### src/rtl/pc_seq_pkg.sv
// Shared next-PC select codes and priority resolution for
// the PC sequencer and its return-address stack.
package pc_seq_pkg;

  typedef enum logic [2:0] {
    SEL_HOLD,
    SEL_SEQ,
    SEL_BRANCH,
    SEL_JUMP,
    SEL_CALL,
    SEL_RET
  } sel_e;

  // Fixed priority: stall > ret > call > jump > branch > seq
  function automatic sel_e pick_sel(
    input logic stall,
    input logic ret,
    input logic call,
    input logic jump,
    input logic branch
  );
    sel_e s;
    s = SEL_SEQ;
    priority case (1'b1)
      stall:   s = SEL_HOLD;
      ret:     s = SEL_RET;
      call:    s = SEL_CALL;
      jump:    s = SEL_JUMP;
      branch:  s = SEL_BRANCH;
      default: s = SEL_SEQ;
    endcase
    return s;
  endfunction

endpackage

### src/rtl/pc_sequencer_if.sv
// Control and status bundle between the fetch controller
// (master) and the PC sequencer (slave).
interface pc_sequencer_if #(
  parameter int AW = 8
);
  logic          stall;
  logic          branch;
  logic [AW-1:0] branch_off;
  logic          jump;
  logic [AW-1:0] jump_addr;
  logic          call;
  logic          ret;
  logic [AW-1:0] pc;
  logic          ras_empty;
  logic          ras_full;
  logic          ras_err;

  modport master (
    output stall, branch, branch_off,
    output jump, jump_addr, call, ret,
    input  pc, ras_empty, ras_full, ras_err
  );

  modport slave (
    input  stall, branch, branch_off,
    input  jump, jump_addr, call, ret,
    output pc, ras_empty, ras_full, ras_err
  );
endinterface

### src/rtl/pc_ras.sv
// Return-address stack: LIFO with registered empty/full
// flags; pushes when full and pops when empty are dropped.
module pc_ras #(
  parameter  int AW        = 8,
  parameter  int RAS_DEPTH = 4,
  localparam int PW        = $clog2(RAS_DEPTH),
  localparam int CW        = PW + 1
) (
  input  logic          clk,
  input  logic          rst_n,
  input  logic          push,
  input  logic          pop,
  input  logic [AW-1:0] din,
  output logic [AW-1:0] dout,
  output logic          empty,
  output logic          full,
  output logic [CW-1:0] count
);

  logic [AW-1:0] mem_q [RAS_DEPTH];
  logic [AW-1:0] mem_d [RAS_DEPTH];
  logic [CW-1:0] cnt_q, cnt_d;
  logic [CW-1:0] top;
  logic          empty_q, empty_d;
  logic          full_q, full_d;

  always_comb begin
    mem_d = mem_q;
    cnt_d = cnt_q;
    if (push && !full_q) begin
      mem_d[cnt_q[PW-1:0]] = din;
      cnt_d = cnt_q + 1'b1;
    end else if (pop && !empty_q) begin
      cnt_d = cnt_q - 1'b1;
    end
    empty_d = (cnt_d == '0);
    full_d  = (cnt_d == CW'(RAS_DEPTH));
    top     = cnt_q - 1'b1;
  end

  always_ff @(posedge clk) begin
    if (!rst_n) begin
      cnt_q   <= '0;
      empty_q <= 1'b1;
      full_q  <= 1'b0;
    end else begin
      cnt_q   <= cnt_d;
      empty_q <= empty_d;
      full_q  <= full_d;
    end
  end

  // Only the count is reset; stale entries are unreachable
  always_ff @(posedge clk) begin
    mem_q <= mem_d;
  end

  assign dout  = mem_q[top[PW-1:0]];
  assign empty = empty_q;
  assign full  = full_q;
  assign count = cnt_q;

endmodule

### src/rtl/pc_sequencer.sv
// Program counter with relative branch, absolute jump and
// call/return through a small return-address stack.
module pc_sequencer
  import pc_seq_pkg::*;
#(
  parameter int            AW        = 8,
  parameter int            RAS_DEPTH = 4,
  parameter logic [AW-1:0] RESET_PC  = '0
) (
  input logic           clk,
  input logic           rst_n,
  pc_sequencer_if.slave bus
);

  localparam int CW = $clog2(RAS_DEPTH) + 1;

  logic [AW-1:0] pc_q, pc_d;
  logic [AW-1:0] pc_inc;
  logic [AW-1:0] ras_top;
  logic [CW-1:0] ras_cnt;
  logic          err_q, err_d;
  logic          push, pop;
  logic          empty, full, at_cap;
  sel_e          sel;

  pc_ras #(
    .AW        (AW),
    .RAS_DEPTH (RAS_DEPTH)
  ) u_ras (
    .clk   (clk),
    .rst_n (rst_n),
    .push  (push),
    .pop   (pop),
    .din   (pc_inc),
    .dout  (ras_top),
    .empty (empty),
    .full  (full),
    .count (ras_cnt)
  );

  always_comb begin
    sel    = pick_sel(bus.stall, bus.ret, bus.call,
                      bus.jump, bus.branch);
    pc_inc = pc_q + 1'b1;
    at_cap = (ras_cnt == CW'(RAS_DEPTH));
    push   = (sel == SEL_CALL) && !at_cap;
    pop    = (sel == SEL_RET) && !empty;
    pc_d   = pc_q;
    err_d  = err_q;
    unique case (sel)
      SEL_HOLD: pc_d = pc_q;
      SEL_RET: begin
        pc_d = empty ? pc_inc : ras_top;
        if (empty) err_d = 1'b1;
      end
      SEL_CALL: begin
        pc_d = bus.jump_addr;
        if (at_cap) err_d = 1'b1;
      end
      SEL_JUMP:   pc_d = bus.jump_addr;
      SEL_BRANCH: pc_d = pc_q + bus.branch_off;
      default:    pc_d = pc_inc;
    endcase
  end

  always_ff @(posedge clk) begin
    if (!rst_n) begin
      pc_q  <= RESET_PC;
      err_q <= 1'b0;
    end else begin
      pc_q  <= pc_d;
      err_q <= err_d;
    end
  end

  assign bus.pc        = pc_q;
  assign bus.ras_empty = empty;
  assign bus.ras_full  = full;
  assign bus.ras_err   = err_q;

endmodule

### src/flat_wrapper.sv
// flat-port wrapper written by rule: the top's interface ports become plain ports
module pc_sequencer_flat import pc_seq_pkg::*;
#(
  parameter int            AW        = 8,
  parameter int            RAS_DEPTH = 4,
  parameter logic [AW-1:0] RESET_PC  = '0
)
  (clk, rst_n, bus_stall, bus_branch, bus_branch_off, bus_jump, bus_jump_addr, bus_call, bus_ret, bus_pc, bus_ras_empty, bus_ras_full, bus_ras_err);
  pc_sequencer_if #(.AW(AW)) bus_i ();
  input logic clk;
  input logic rst_n;
  input wire logic [$bits(bus_i.stall)-1:0] bus_stall;
  input wire logic [$bits(bus_i.branch)-1:0] bus_branch;
  input wire logic [$bits(bus_i.branch_off)-1:0] bus_branch_off;
  input wire logic [$bits(bus_i.jump)-1:0] bus_jump;
  input wire logic [$bits(bus_i.jump_addr)-1:0] bus_jump_addr;
  input wire logic [$bits(bus_i.call)-1:0] bus_call;
  input wire logic [$bits(bus_i.ret)-1:0] bus_ret;
  output wire logic [$bits(bus_i.pc)-1:0] bus_pc;
  output wire logic [$bits(bus_i.ras_empty)-1:0] bus_ras_empty;
  output wire logic [$bits(bus_i.ras_full)-1:0] bus_ras_full;
  output wire logic [$bits(bus_i.ras_err)-1:0] bus_ras_err;
  assign bus_i.stall = bus_stall;
  assign bus_i.branch = bus_branch;
  assign bus_i.branch_off = bus_branch_off;
  assign bus_i.jump = bus_jump;
  assign bus_i.jump_addr = bus_jump_addr;
  assign bus_i.call = bus_call;
  assign bus_i.ret = bus_ret;
  assign bus_pc = bus_i.pc;
  assign bus_ras_empty = bus_i.ras_empty;
  assign bus_ras_full = bus_i.ras_full;
  assign bus_ras_err = bus_i.ras_err;
  pc_sequencer #(.AW(AW), .RAS_DEPTH(RAS_DEPTH), .RESET_PC(RESET_PC)) u_core (.clk(clk), .rst_n(rst_n), .bus(bus_i));
endmodule
### config.mk
export PLATFORM = sky130hd
export DESIGN_NAME = pc_sequencer_flat
export DESIGN_NICKNAME = d
export VERILOG_FILES = /design/src/rtl/pc_seq_pkg.sv /design/src/rtl/pc_sequencer_if.sv /design/src/rtl/pc_ras.sv /design/src/rtl/pc_sequencer.sv /design/src/flat_wrapper.sv
export SDC_FILE = /design/constraint.sdc
export NUM_CORES = 1
export LEC_CHECK = 0
export ABC_AREA = 1
export CAP_MARGIN = 0
export CELL_PAD_IN_SITES_DETAIL_PLACEMENT = 1
export CELL_PAD_IN_SITES_GLOBAL_PLACEMENT = 2
export CORE_ASPECT_RATIO = 0.9
export CORE_UTILIZATION = 35
export DETAILED_ROUTE_END_ITERATION = 10
export DONT_BUFFER_PORTS = 1
export MAX_ROUTING_LAYER = met4
export PLACE_DENSITY = 0.73
export SLEW_MARGIN = 10
export SYNTH_ARGS = -nofsm -noshare
export SYNTH_HDL_FRONTEND = slang
export SYNTH_HIERARCHICAL = 1
export SYNTH_SLANG_ARGS = --single-unit
### constraint.sdc
create_clock -name clk -period 2 [get_ports clk]
set_clock_uncertainty 0.1 [all_clocks]
set_input_delay 0.3 -clock clk [delete_from_list [all_inputs] [get_ports clk]]
set_output_delay 0.3 -clock clk [all_outputs]
set_load 0.01 [all_outputs]
* After elaboration in Yosys (flattened, before gate mapping) *
Index checks and enable logic that the tools add are counted.

operators by class
  eq/ne operators = 8
  $lt $le $gt $ge = 3
  reductions and logical operators = 13
  add/subtract/negate cells = 4
  bitwise gates (word level) = 2
  mux-type cells = 18

operators by type and width
  cell                                                                      count
  32-bit bitwise mux                                                        1
  8-bit 2-to-1 mux                                                          4
  8-bit one-hot mux with 4 select lines                                     1
  3-bit 2-to-1 mux                                                          6
  8-bit binary-select mux with 2-bit select                                 1
  8-bit demux with 2-bit select                                             1
  3-bit equality test (second input constant)                               4
  8-bit by 1-bit adder with 8-bit output (second input constant)            1
  8-bit adder                                                               1
  3-bit by 2-bit equality test with 1-bit output (second input constant)    2
  3-bit >= comparator (second input constant)                               2
  3-bit logical NOT                                                         2
  2-bit NOT with 3-bit output                                               2
  1-bit logical AND                                                         5
  3-bit by 1-bit adder with 3-bit output (second input constant)            1
  1-bit logical NOT                                                         3
  3-bit by 1-bit < comparator with 1-bit output (second input constant)     1
  3-bit AND reduction                                                       1
  3-bit by 1-bit subtractor with 3-bit output (second input constant)       1
  1-bit 2-to-1 mux                                                          2
  2-bit 2-to-1 mux                                                          1
  2-bit by 1-bit inequality test with 1-bit output (second input constant)  1
  2-bit inequality test (second input constant)                             1
  1-bit one-hot mux with 2 select lines                                     1
  other kinds (2)                                                           2

word-level totals
  register bits after elaboration = 46
  output and inout port bits = 11
  bits of input ports = 23

* Longest topological paths before layout *
  depth after elaboration = 11
  depth in mapped cells = 14
  mapped depth without buffers = 12

* Modules after synthesis *
Netlist, hierarchy kept.

by module, submodules not included
  module        sequential area each (um^2)  cells each  area each (um^2)  instances
  pc_ras        1061.0                       130         1609.0            1
  pc_sequencer  180.2                        189         1158.6            1

* Least setup slack after synthesis *
OpenSTA, ideal clock, no wires.

  kind = reg-to-reg
  start point = reg u_core.u_ras.cnt_q[0], in the netlist u_core/u_ras/count[0]
  end point = reg u_core.pc_q[7], in the netlist u_core/bus.pc[7]
  clock period less this slack = 2.009 ns
  cell stages (with the launch flop) = 15
  path slack = -0.009 ns
  arrival = 1.845 ns
  path buffers = 3
  cells stage by stage = dfxtp_1 > buf_6 > clkinv_8 > buf_6 > ha_1 > buf_6 > inv_1 > o21ai_0 > o22ai_1 > nor2_1 > nor2_1 > nand2_1 > nand4_1 > nor2_1 > nor2_1

on the way
  word-level cells in the longest chain between the ends = 7

ends and longest elaborated chain
  what                                                 line                source
  from (decl)                                          pc_ras.sv:22        logic [CW-1:0] cnt_q, cnt_d;
  from (signal assigned)                               pc_ras.sv:47        cnt_q <= cnt_d;
  3-bit by 1-bit subtractor with 3-bit output          pc_ras.sv:38        top = cnt_q - 1'b1;
  2-bit NOT with 3-bit output (not written as such)    pc_ras.sv:58        assign dout = mem_q[top[PW-1:0]];
  8-bit binary-select mux with 2-bit select            pc_ras.sv:58
  8-bit 2-to-1 mux (not written as such) (2 in a row)  pc_ras.sv:58
  named net u_core.ras_top[7]                          pc_sequencer.sv:19  logic [AW-1:0] ras_top;
  8-bit 2-to-1 mux                                     pc_sequencer.sv:53  pc_d = empty ? pc_inc : ras_top;
  8-bit one-hot mux with 4 select lines                pc_sequencer.sv:50  unique case (sel)
  to (signal assigned)                                 pc_sequencer.sv:71  pc_q <= pc_d;
  to (decl)                                            pc_sequencer.sv:17  logic [AW-1:0] pc_q, pc_d;

The timed path passes the listed nets, and every way through them passes these cells. The select of a mux whose other input is x is not followed.
A chain may end at the register's enable or synchronous reset.

* Final worst setup path *
  start point = reg u_core.pc_q[0], in the netlist u_core/bus.pc[0]
  end point = reg u_core.pc_q[4], in the netlist u_core/bus.pc[4]

on the way
  word-level cells in the longest chain between the ends = 3

ends and longest elaborated chain
  what                                     line                source
  8-bit by 1-bit adder with 8-bit output   pc_sequencer.sv:44  pc_inc = pc_q + 1'b1;
  8-bit 2-to-1 mux                         pc_sequencer.sv:53
  8-bit one-hot mux with 4 select lines *  pc_sequencer.sv:50

Every way passes the cells marked *; elsewhere a longest branch is shown, timed or not.

==> metrics <==
CP top delay family=simple AND/OR/NAND/NOR gates; Setup crit start kind=register; internal power=approximately 0.0014 W; max-capacitance violation count=0; largest net degree at the start of global routing=21; Final Wtd Congestion=0.779; most used cell, CP=nand2_1; vias in the first global route=between 2,000 and 2,500; DP Worst Slack=-0.0182 ns; global-route wire length before repair=11,400 um; Reg power frac=0.522; Crit path largest cell delay=about 0.40 ns; maximum net fanout on the critical path=3; Post-CTS Setup Bufs=0; Rel. slew slack=0.713; top cells by area, synth=edfxtp_1 35%, dfxtp_1 10%, nand2_1 7.9%; 1st-iter DRT viols=60; Clock power frac=0.296; worst min path class=in2reg; total gr overflow=0; CP Buf/Inv Count=0; Die Ht=approximately 86 um; Commonest cells post-synth=58 x nand2_1, 41 x nor2_1, 33 x inv_1; placed wire-length estimate=approximately 5600 um; Period minus WS final=1.89 ns; WP data arrival=2.03 ns; DRC errors left=0; sequential area share after synthesis=0.448; Routed wire per std cell=roughly 16 um; area share of the largest cell type after synthesis=0.347; CTS tree=done; Hold Vio Cnt, Final=0; leakage=about 1.4 nW; cts bufs inserted=5; Yosys cell types=34; Net Sw Frac=0.299; CTS root buf=clkbuf_8; layout cell share with drive strength beyond 1=0.213; actual slew at the worst max-slew pin=~0.43 ns; number of synthesized flops with an enable pin=32; Synth Flop Type=edfxtp_1; fin crit share=0.944; I/O Buffers=0; #FFs+latches synth=46; Cell Area, Synth=0.00277 mm^2; Pre-antenna DRT Iters=4; ys async rst share=0; DR vias=roughly 2,200; clock net sink count=46; CP Data Required Time=about 2.1 ns; cell chain of the critical path=ha_2 -> fa_1 -> nand2_2 -> nand3_2 -> and2_1 -> nand2_1 -> nand2_1 -> or2_0 -> a31oi_1; total power=between 0.002 and 0.0025 W; Synth Instances=~320; Slew Limit Fails=0; I/O pin count=34; outcome=complete, no violations; dominant cell type by area after synthesis=edfxtp_1; Final nets=approximately 380; Mapped Nets=between 300 and 400; DRT Wirelength=~7000 um; H-tree depth=2; slowest cell on the critical path=fa_1; area grow syn2layout=12.9%; Antenna diodes=0; core area=0.00758 mm^2; Fmax=approximately 530 MHz; Final ANT Viol Nets=0; die width=~96 um; CP Capture Type=register; Longest Clk Path Bufs=2; worst setup margin=around 0.11 ns; Logic pwr share=0.182; Die ar.=~0.0083 mm^2; total track usage=0.192; setup_tns=0 ns; warnings from Yosys=6; RSZ-0062 raised after global routing=no; Max rail drop VDD=between 200 and 300 uV; power per cell area=around 660 mW/mm^2; Switching Power=0.000615 W; Skew-Pair Late Insertion Delay=~0.31 ns; most frequent cell after synthesis=nand2_1; clock transition at the registers of the reported paths=~0.1 ns; initial antenna violation count=0; Mapped Avg Cell Area=between 8 and 9 um^2; # rows=30; Setup Viol. Count Final=0; Via density=5.00; CP Class=reg2reg; Initial Util=0.365
==> cell type report <==
type / count / area (um^2)
Fill cell: 908 / 4460
Multi-Input combinational cell: 224 / 1310
Sequential cell: 46 / 1240
Timing Repair Buffer: 22 / 184
Inverter: 43 / 179
Tap cell: 96 / 120
Clock buffer: 5 / 68.8
Clock inverter: 3 / 25.0
==> cell usage in the layout, fill, tap and decap left out, types with 3 or more instances in the layout <==
master / instances
nand2_1: 57
nor2_1: 41
inv_1: 32
edfxtp_1: 32
buf_4: 19
o21ai_0: 19
nand3_1: 17
dfxtp_1: 13
ha_1: 11
nand2_2: 10
a21oi_1: 10
inv_2: 9
nand3_2: 8
o22ai_1: 8
o21ai_1: 6
clkbuf_8: 5
a31oi_1: 5
nand4_1: 5
xor2_1: 3
nor2_4: 3
nor2_2: 3
nand2_4: 3
==> power by group through the flow <==
stage / Sequential [W] / Combinational [W] / Clock, W
5_1_grt: 0.00108 / 0.000423 / 0.000670
3_5_place_dp: 0.00110 / 0.000371 / 0
6_report: 0.00107 / 0.000374 / 0.000609
2_1_floorplan: 0.00111 / 0.000254 / 0
3_3_place_gp: 0.00109 / 0.000361 / 0
4_1_cts: 0.00107 / 0.000375 / 0.000635
==> state kept, by name (all words and copies together) (netlist names) <==
signal	count
u_core/u_ras/empty	1
u_core/u_ras/count	3
u_core/bus.ras_err	1
u_core/u_ras/mem_q	32
u_core/u_ras/full	1
u_core/bus.pc	8
==> timing repair <==
action / 4_1_cts / 5_1_grt
hold buffers: 1 / 0
hold endpoints to repair: 1 / 0
endpoints found under the setup margin: 23 / 3
gates resized for setup: 2 / 5
==> worst register-to-register path, stage by stage, from the launching register on <==
cell and delay (ns):
dfxtp_1 0.33, ha_2 0.19, fa_1 0.40, nand2_2 0.10, nand3_2 0.08, and2_1 0.15
nand2_1 0.06, nand2_1 0.04, or2_0 0.20, a31oi_1 0.17
==> path summary, 6_finish.rpt <==
check / start / endpoint / slack (ns) / cells after the start
worst max-delay path: u_core/bus.pc[0]$_SDFFE_PN0P_ / u_core/bus.pc[4]$_SDFFE_PN0P_ / 0.11 / 9
worst min-delay path: bus_stall / u_core/bus.pc[7]$_SDFFE_PN0P_ / 0.02 / 2
worst max register to register: u_core/bus.pc[0]$_SDFFE_PN0P_ / u_core/bus.pc[4]$_SDFFE_PN0P_ / 0.11 / 9
worst min register to register: u_core/u_ras/count[2]$_SDFF_PN0_ / u_core/bus.ras_err$_SDFFE_PN0P_ / 0.45 / 2
==> logic make-up (layout without fill, tap and decap cells) <==
kind of cell | count (synthesis) | after routing | share of synthesized area
adders and majority gates | 14 | 14 | 0.0660
and+or+nand+nor | 154 | 154 | 0.281
AOI/OAI and AO/OA | 52 | 52 | 0.104
buffers and inverters | 49 | 73 | 0.0877
xor gates and xnor gates | 4 | 4 | 0.0127
DFF | 46 | 46 | 0.448
==> routing by layer <==
layer	wire, um	global-route usage
met2	3290	0.310
met3	224	0.0325
met5	0	-
met4	37	0.0448
met1	3500	0.252
==> per-stage QoR <==
| step | instance area [um^2] | cells | util | hold slack [ns] |
|---|---|---|---|---|
| global route | 3130 | 439 | 0.412 | 0.0184 |
| global placement | 2990 | 430 | 0.395 | 0.273 |
| detailed placement | 2990 | 430 | 0.395 | 0.279 |
| finish | 3130 | 439 | 0.412 | 0.0243 |
| CTS | 3100 | 439 | 0.409 | 0.0120 |
| floorplan | 2770 | 319 | - | 0.269 |
(Power assumes the default switching activity.)
